### src/rtl/apb_to_ahb_bridge.sv
// APB slave to AHB-Lite master bridge: each APB access becomes one single
// word AHB transfer. Misaligned APB addresses are rejected with PSLVERR and
// never reach the AHB side.
module apb_to_ahb_bridge #(
    parameter logic [15:0] HADDR_BASE = 16'h2000,
    parameter logic [3:0]  HPROT_VAL  = 4'b0011
) (
    input  logic        HCLK,
    input  logic        RESETn,
    // APB slave side
    input  logic        PSEL,
    input  logic        PENABLE,
    input  logic [15:0] PADDR,
    input  logic        PWRITE,
    input  logic [31:0] PWDATA,
    output logic [31:0] PRDATA,
    output logic        PREADY,
    output logic        PSLVERR,
    // AHB-Lite master side
    output logic [31:0] HADDR,
    output logic [1:0]  HTRANS,
    output logic        HWRITE,
    output logic [2:0]  HSIZE,
    output logic [3:0]  HPROT,
    output logic [31:0] HWDATA,
    input  logic        HREADY,
    input  logic [31:0] HRDATA,
    input  logic        HRESP
);

    typedef enum logic [1:0] {ST_IDLE, ST_ADDR, ST_DATA, ST_DONE} state_t;

    localparam logic [1:0] HTRANS_IDLE   = 2'b00;
    localparam logic [1:0] HTRANS_NONSEQ = 2'b10;
    localparam logic [2:0] HSIZE_WORD    = 3'b010;

    state_t      state_q, state_d;
    logic [15:0] addr_q, addr_d;
    logic        write_q, write_d;
    logic [31:0] wdata_q, wdata_d;
    logic [31:0] rdata_q, rdata_d;
    logic        err_q, err_d;
    logic        abort_q, abort_d;   // APB master walked away mid-transfer

    logic setup;
    logic aligned;

    assign setup   = PSEL & ~PENABLE;
    assign aligned = (PADDR[1:0] == 2'b00);

    assign HSIZE = HSIZE_WORD;
    assign HPROT = HPROT_VAL;

    // State register
    // NOTE: sequential state uses non-blocking (<=) so every flop samples
    // pre-edge values regardless of process ordering.
    always_ff @(posedge HCLK or negedge RESETn) begin
        if (!RESETn) state_q <= ST_IDLE;
        else         state_q <= state_d;
    end

    // Next-state logic: one AHB transfer per accepted setup phase
    always_comb begin
        // NOTE: assigning a default first keeps this purely combinational;
        // any path that leaves state_d unassigned would infer a latch.
        state_d = state_q;
        case (state_q)
            ST_IDLE: if (setup) state_d = aligned ? ST_ADDR : ST_DONE;
            ST_ADDR: if (HREADY) state_d = ST_DATA;
            ST_DATA: if (HREADY) state_d = (abort_q | ~PSEL) ? ST_IDLE : ST_DONE;
            ST_DONE: state_d = ST_IDLE;
            default: state_d = ST_IDLE;
        endcase
    end

    // Transfer context registers
    always_ff @(posedge HCLK or negedge RESETn) begin
        if (!RESETn) begin
            addr_q  <= '0;
            write_q <= 1'b0;
            wdata_q <= '0;
            rdata_q <= '0;
            err_q   <= 1'b0;
            abort_q <= 1'b0;
        end else begin
            addr_q  <= addr_d;
            write_q <= write_d;
            wdata_q <= wdata_d;
            rdata_q <= rdata_d;
            err_q   <= err_d;
            abort_q <= abort_d;
        end
    end

    // Capture the APB request on setup, the AHB response on data-phase end
    always_comb begin
        addr_d  = addr_q;
        write_d = write_q;
        wdata_d = wdata_q;
        rdata_d = rdata_q;
        err_d   = err_q;
        abort_d = abort_q;
        case (state_q)
            ST_IDLE: begin
                if (setup) begin
                    rdata_d = '0;
                    abort_d = 1'b0;
                    if (aligned) begin
                        addr_d  = PADDR;
                        write_d = PWRITE;
                        wdata_d = PWDATA;
                        err_d   = 1'b0;
                    end else begin
                        err_d   = 1'b1;
                    end
                end
            end
            ST_ADDR: abort_d = abort_q | ~PSEL;
            ST_DATA: begin
                abort_d = abort_q | ~PSEL;
                // An HRESP=1 cycle with HREADY=0 is just the first half of
                // the two-cycle ERROR response; only the final cycle counts.
                if (HREADY) begin
                    err_d   = HRESP;
                    rdata_d = (!write_q && !HRESP) ? HRDATA : '0;
                end
            end
            default: ;
        endcase
    end

    // Bus outputs decoded from state so reset clears them asynchronously
    always_comb begin
        HTRANS  = HTRANS_IDLE;
        HADDR   = '0;
        HWRITE  = 1'b0;
        HWDATA  = '0;
        PREADY  = 1'b0;
        PRDATA  = '0;
        PSLVERR = 1'b0;
        case (state_q)
            ST_ADDR: begin
                HTRANS = HTRANS_NONSEQ;
                HADDR  = {HADDR_BASE, addr_q};
                HWRITE = write_q;
            end
            ST_DATA: HWDATA = wdata_q;
            ST_DONE: begin
                PREADY  = 1'b1;
                PRDATA  = rdata_q;
                PSLVERR = err_q;
            end
            default: ;
        endcase
    end

endmodule

### config.mk
export PLATFORM = sky130hd
export DESIGN_NAME = apb_to_ahb_bridge
export DESIGN_NICKNAME = d
export VERILOG_FILES = /design/src/rtl/apb_to_ahb_bridge.sv
export SDC_FILE = /design/constraint.sdc
export NUM_CORES = 1
export LEC_CHECK = 0
export CORE_MARGIN = 3
export CORE_UTILIZATION = 30
export DETAILED_ROUTE_END_ITERATION = 7
export GPL_ROUTABILITY_DRIVEN = 0
export GPL_TIMING_DRIVEN = 0
export SETUP_SLACK_MARGIN = 0.4
export SLEW_MARGIN = 15
export SYNTH_ARGS = -nofsm -noshare
export SYNTH_HDL_FRONTEND = slang
export SYNTH_SLANG_ARGS = --single-unit
### constraint.sdc
create_clock -name HCLK -period 2.1 [get_ports HCLK]
set_input_delay 0.315 -clock HCLK [delete_from_list [all_inputs] [get_ports HCLK]]
set_output_delay 0.315 -clock HCLK [all_outputs]
set_load 0.01 [all_outputs]
==> impl_results.md <==
- DIE WIDTH: 125 µm
- Post-synth top flop: sky130_fd_sc_hd__dfrtp_1
- Flip-flop and latch count after synthesis: 85
- Register area share after synthesis: 0.497
- Syn Area/Cell: ~11 µm²
- Asr flop ratio synth: 1.00
- Number of antenna violations at the first check in global routing: 0
- Total track usage: 0.161
- Core region area: 13,900 µm²
- Post-Route WL: 12,600 µm
- CP required: about 1.8 ns
- Count of TritonRoute iterations in the first routing pass: 4
- Maximum level of the CTS H-tree: 3
- Area of placed instances: 6330 µm²
- Total clock sinks: 85
- Classification of the worst-slack hold path: input port to asynchronous set/reset pin
- Count of vias placed by the detailed router: between 3,000 and 4,000
- CTS tree: built
- Effective utilization at floorplan: 0.307
- Result of the run: completed
- Number of DRC markers in iteration 0: 119
- Via count of the first global-routing pass: 3,750
- Final-report max-slew violation count: 0
- Area growth from synthesis to layout: 85.1%
- Slew HR: 0.647
- Setup repair after global routing missed its margin: yes
- Startpoint Class: register
- Met3 usage in global routing: 0.0577
- Overall die area: 15,700 µm²
- Met2 Track Usage GR: 0.262
- Final Instance Area: 7930 µm²
- Critical path peak fanout: 7
- Total inserted antenna cells: 0
- Power, Total: roughly 9.9 mW
- Leakage dissipation: about 3.8 nW
- First-pass GRT wire length: ~20,000 µm
- Fraction of layout cells with a size suffix above 1: 0.519
- Top-level I/O count: 195
- Top achievable clock speed: approximately 0.52 GHz
- Routed length per placed instance: between 15 and 20 µm
- Number of hold-slack violations in the final timing report: 0
- Worst clock skew: 0.00634 ns
- Met1 Use GR: 0.200
- Maximum clock path buffer count: 2
- Cell count after synthesis: between 300 and 400
- Setup CP Type: register to output pin
- Root buffer selected by CTS: sky130_fd_sc_hd__clkbuf_16
- Maximum capacitance violations: 0
- Worst vdd ir: approximately 0.0009 V
- Power density relative to cell area: between 1000 and 1500 nW/µm²
- Summed instance area of the synthesized netlist: 4280 µm²
- FP Rows: between 40 and 50
- CTS Buf Count: 9
- Pin slew with the least headroom to its limit: ~0.53 ns
- Startpoint of the lowest-slack register-to-register path: state_q[0]$_DFFE_PN0P_
- Remaining DRCs: 0
- Count of cell types in the netlist: 25
- Worst setup path startpoint: state_q[0]$_DFFE_PN0P_
- Clock slew at reported path FFs: around 0.06 ns
- Total number of nets in the final design: 738
- Routed vias/inst: roughly 4.2
- Largest net degree at the start of global routing: between 40 and 50
- Number of warnings reported in the yosys synthesis log: 0
- Count of endpoints failing setup in the final report: 0
- Critical path endpoint category: output pin
- Global route total overflow: 0
- Most used routing layer in global routing: met2
- Antenna Violating Nets Remaining: 0
- Minimum clock period after layout: ~1.9 ns
- Final Cycle Share: 0.915
- Die height: 125 µm
- Port Buffers: about 170
- Later-pin clock latency in the skew report: approximately 0.34 ns
- Number of synthesized flops with an enable pin: 0
- Data arrival, critical path: between 1.5 and 2 ns
- Detail Placement HPWL: 8090 µm
logic make-up after synthesis:
logic type / Yosys count / synth area share
adder cells (fa/ha/maj): 7 / 0.0204
AO/OA/AOI/OAI: 5 / 0.00877
AND/OR/NAND/NOR: 129 / 0.168
buffers and inverters: 76 / 0.0964
multiplexers: 83 / 0.208
other: 2 / 0.00175
flip-flops: 85 / 0.497
Yosys cell counts, drive strengths merged, types with 2 or more instances:
cell type | instances | area share
clkbuf | 9 | 0.0079
mux2 | 49 | 0.13
dfrtp | 85 | 0.50
conb | 2 | 0.0018
inv | 33 | 0.029
nor3 | 2 | 0.0023
buf | 34 | 0.060
ha | 7 | 0.020
nor2 | 5 | 0.0044
mux2i | 34 | 0.079
and2 | 84 | 0.12
nand2 | 33 | 0.029
final timing paths:
| check | to | slack [ns] | cells after the start |
|---|---|---|---|
| max | PSLVERR | 0.18 | 6 |
| min | rdata_q[22]$_DFFE_PN0P_ | 0.49 | 2 |
| max reg2reg | rdata_q[14]$_DFFE_PN0P_ | 0.21 | 10 |
| min reg2reg | wdata_q[6]$_DFFE_PN0P_ | 0.50 | 1 |
| max in group asynchronous | state_q[1]$_DFFE_PN0P_ | 0.97 | 3 |
| min in group HCLK | wdata_q[6]$_DFFE_PN0P_ | 0.50 | 1 |
layout make-up:
type / instances / area, µm²
buffer: 43 / 449
clock buffer: 10 / 239
clock inverter: 5 / 75.1
fill: 1182 / 6010
inverter: 33 / 129
multi-input combinational: 247 / 2160
sequential: 85 / 2130
tap: 180 / 225
timing repair buffer: 225 / 2520
power breakdown:
part	total (mW)	internal [mW]	switching [mW]
clock network	1.71	1.06	0.646
registers	2.81	2.39	0.415
logic	5.42	3.41	2.01
total	9.93	6.86	3.07
registers in the layout, indices dropped and copies added (netlist names):
register / flops
write_q: 1
abort_q: 1
state_q: 2
rdata_q: 32
addr_q: 16
err_q: 1
wdata_q: 32
per-layer routing:
| layer | part of all wire | up-vias |
|---|---|---|
| li1 | - | 1691 |
| met1 | 0.41 | 1676 |
| met2 | 0.49 | 121 |
| met3 | 0.079 | 17 |
| met4 | 0.018 | 0 |
| met5 | 0 | - |
stage by stage:
stage	util	setup TNS [ns]	worst slack, ns	hold slack (ns)	std cells
global route	0.569	0	0.135	0.508	828
floorplan	-	0	0.403	0.0194	408
CTS	0.551	0	0.140	0.488	824
finish	0.569	0	0.178	0.485	828
global placement	0.452	-223.68	-2.50	0.465	759
detailed placement	0.454	-13.61	-0.307	0.326	760
worst max-delay path, cell delays in order (launching register included):
cell and delay, ns:
sky130_fd_sc_hd__dfrtp_2 0.44, sky130_fd_sc_hd__buf_12 0.14, sky130_fd_sc_hd__ha_4 0.20, sky130_fd_sc_hd__buf_6 0.14, sky130_fd_sc_hd__buf_6 0.11, sky130_fd_sc_hd__and2_4 0.12
sky130_fd_sc_hd__buf_6 0.11
placed cells by master, fill, tap and decap left out, types with 2 or more instances in the layout:
master / synthesis / routed
sky130_fd_sc_hd__buf_6: 4 / 88
sky130_fd_sc_hd__clkdlybuf4s50_1: 0 / 85
sky130_fd_sc_hd__dfrtp_1: 85 / 83
sky130_fd_sc_hd__and2_4: 0 / 73
sky130_fd_sc_hd__buf_4: 24 / 41
sky130_fd_sc_hd__mux2_2: 41 / 38
sky130_fd_sc_hd__nand2_1: 33 / 33
sky130_fd_sc_hd__mux2i_1: 34 / 31
sky130_fd_sc_hd__inv_1: 33 / 31
sky130_fd_sc_hd__conb_1: 2 / 23
sky130_fd_sc_hd__buf_8: 0 / 15
sky130_fd_sc_hd__buf_2: 6 / 13
sky130_fd_sc_hd__and2_1: 84 / 11
sky130_fd_sc_hd__mux2_4: 0 / 11
sky130_fd_sc_hd__clkbuf_16: 0 / 10
sky130_fd_sc_hd__buf_16: 0 / 9
sky130_fd_sc_hd__buf_12: 0 / 8
sky130_fd_sc_hd__clkbuf_8: 0 / 7
sky130_fd_sc_hd__ha_4: 0 / 6
sky130_fd_sc_hd__nor2_1: 5 / 5
sky130_fd_sc_hd__mux2i_2: 0 / 3
sky130_fd_sc_hd__clkinv_2: 0 / 3
sky130_fd_sc_hd__inv_4: 0 / 2
sky130_fd_sc_hd__nor3_1: 2 / 2
sky130_fd_sc_hd__bufinv_16: 0 / 2
sky130_fd_sc_hd__dfrtp_2: 0 / 2
repair_timing:
item | CTS | global route
buffers inserted | 33 | 3
hold buffers | 1 | 0
gates cloned | 15 | 1
pin swaps | 4 | 2
resized for setup | 561 | 55
hold endpoints to repair | 37 | 0
endpoints found under the setup margin | 167 | 169
Power figures use the tool's default switching activity.
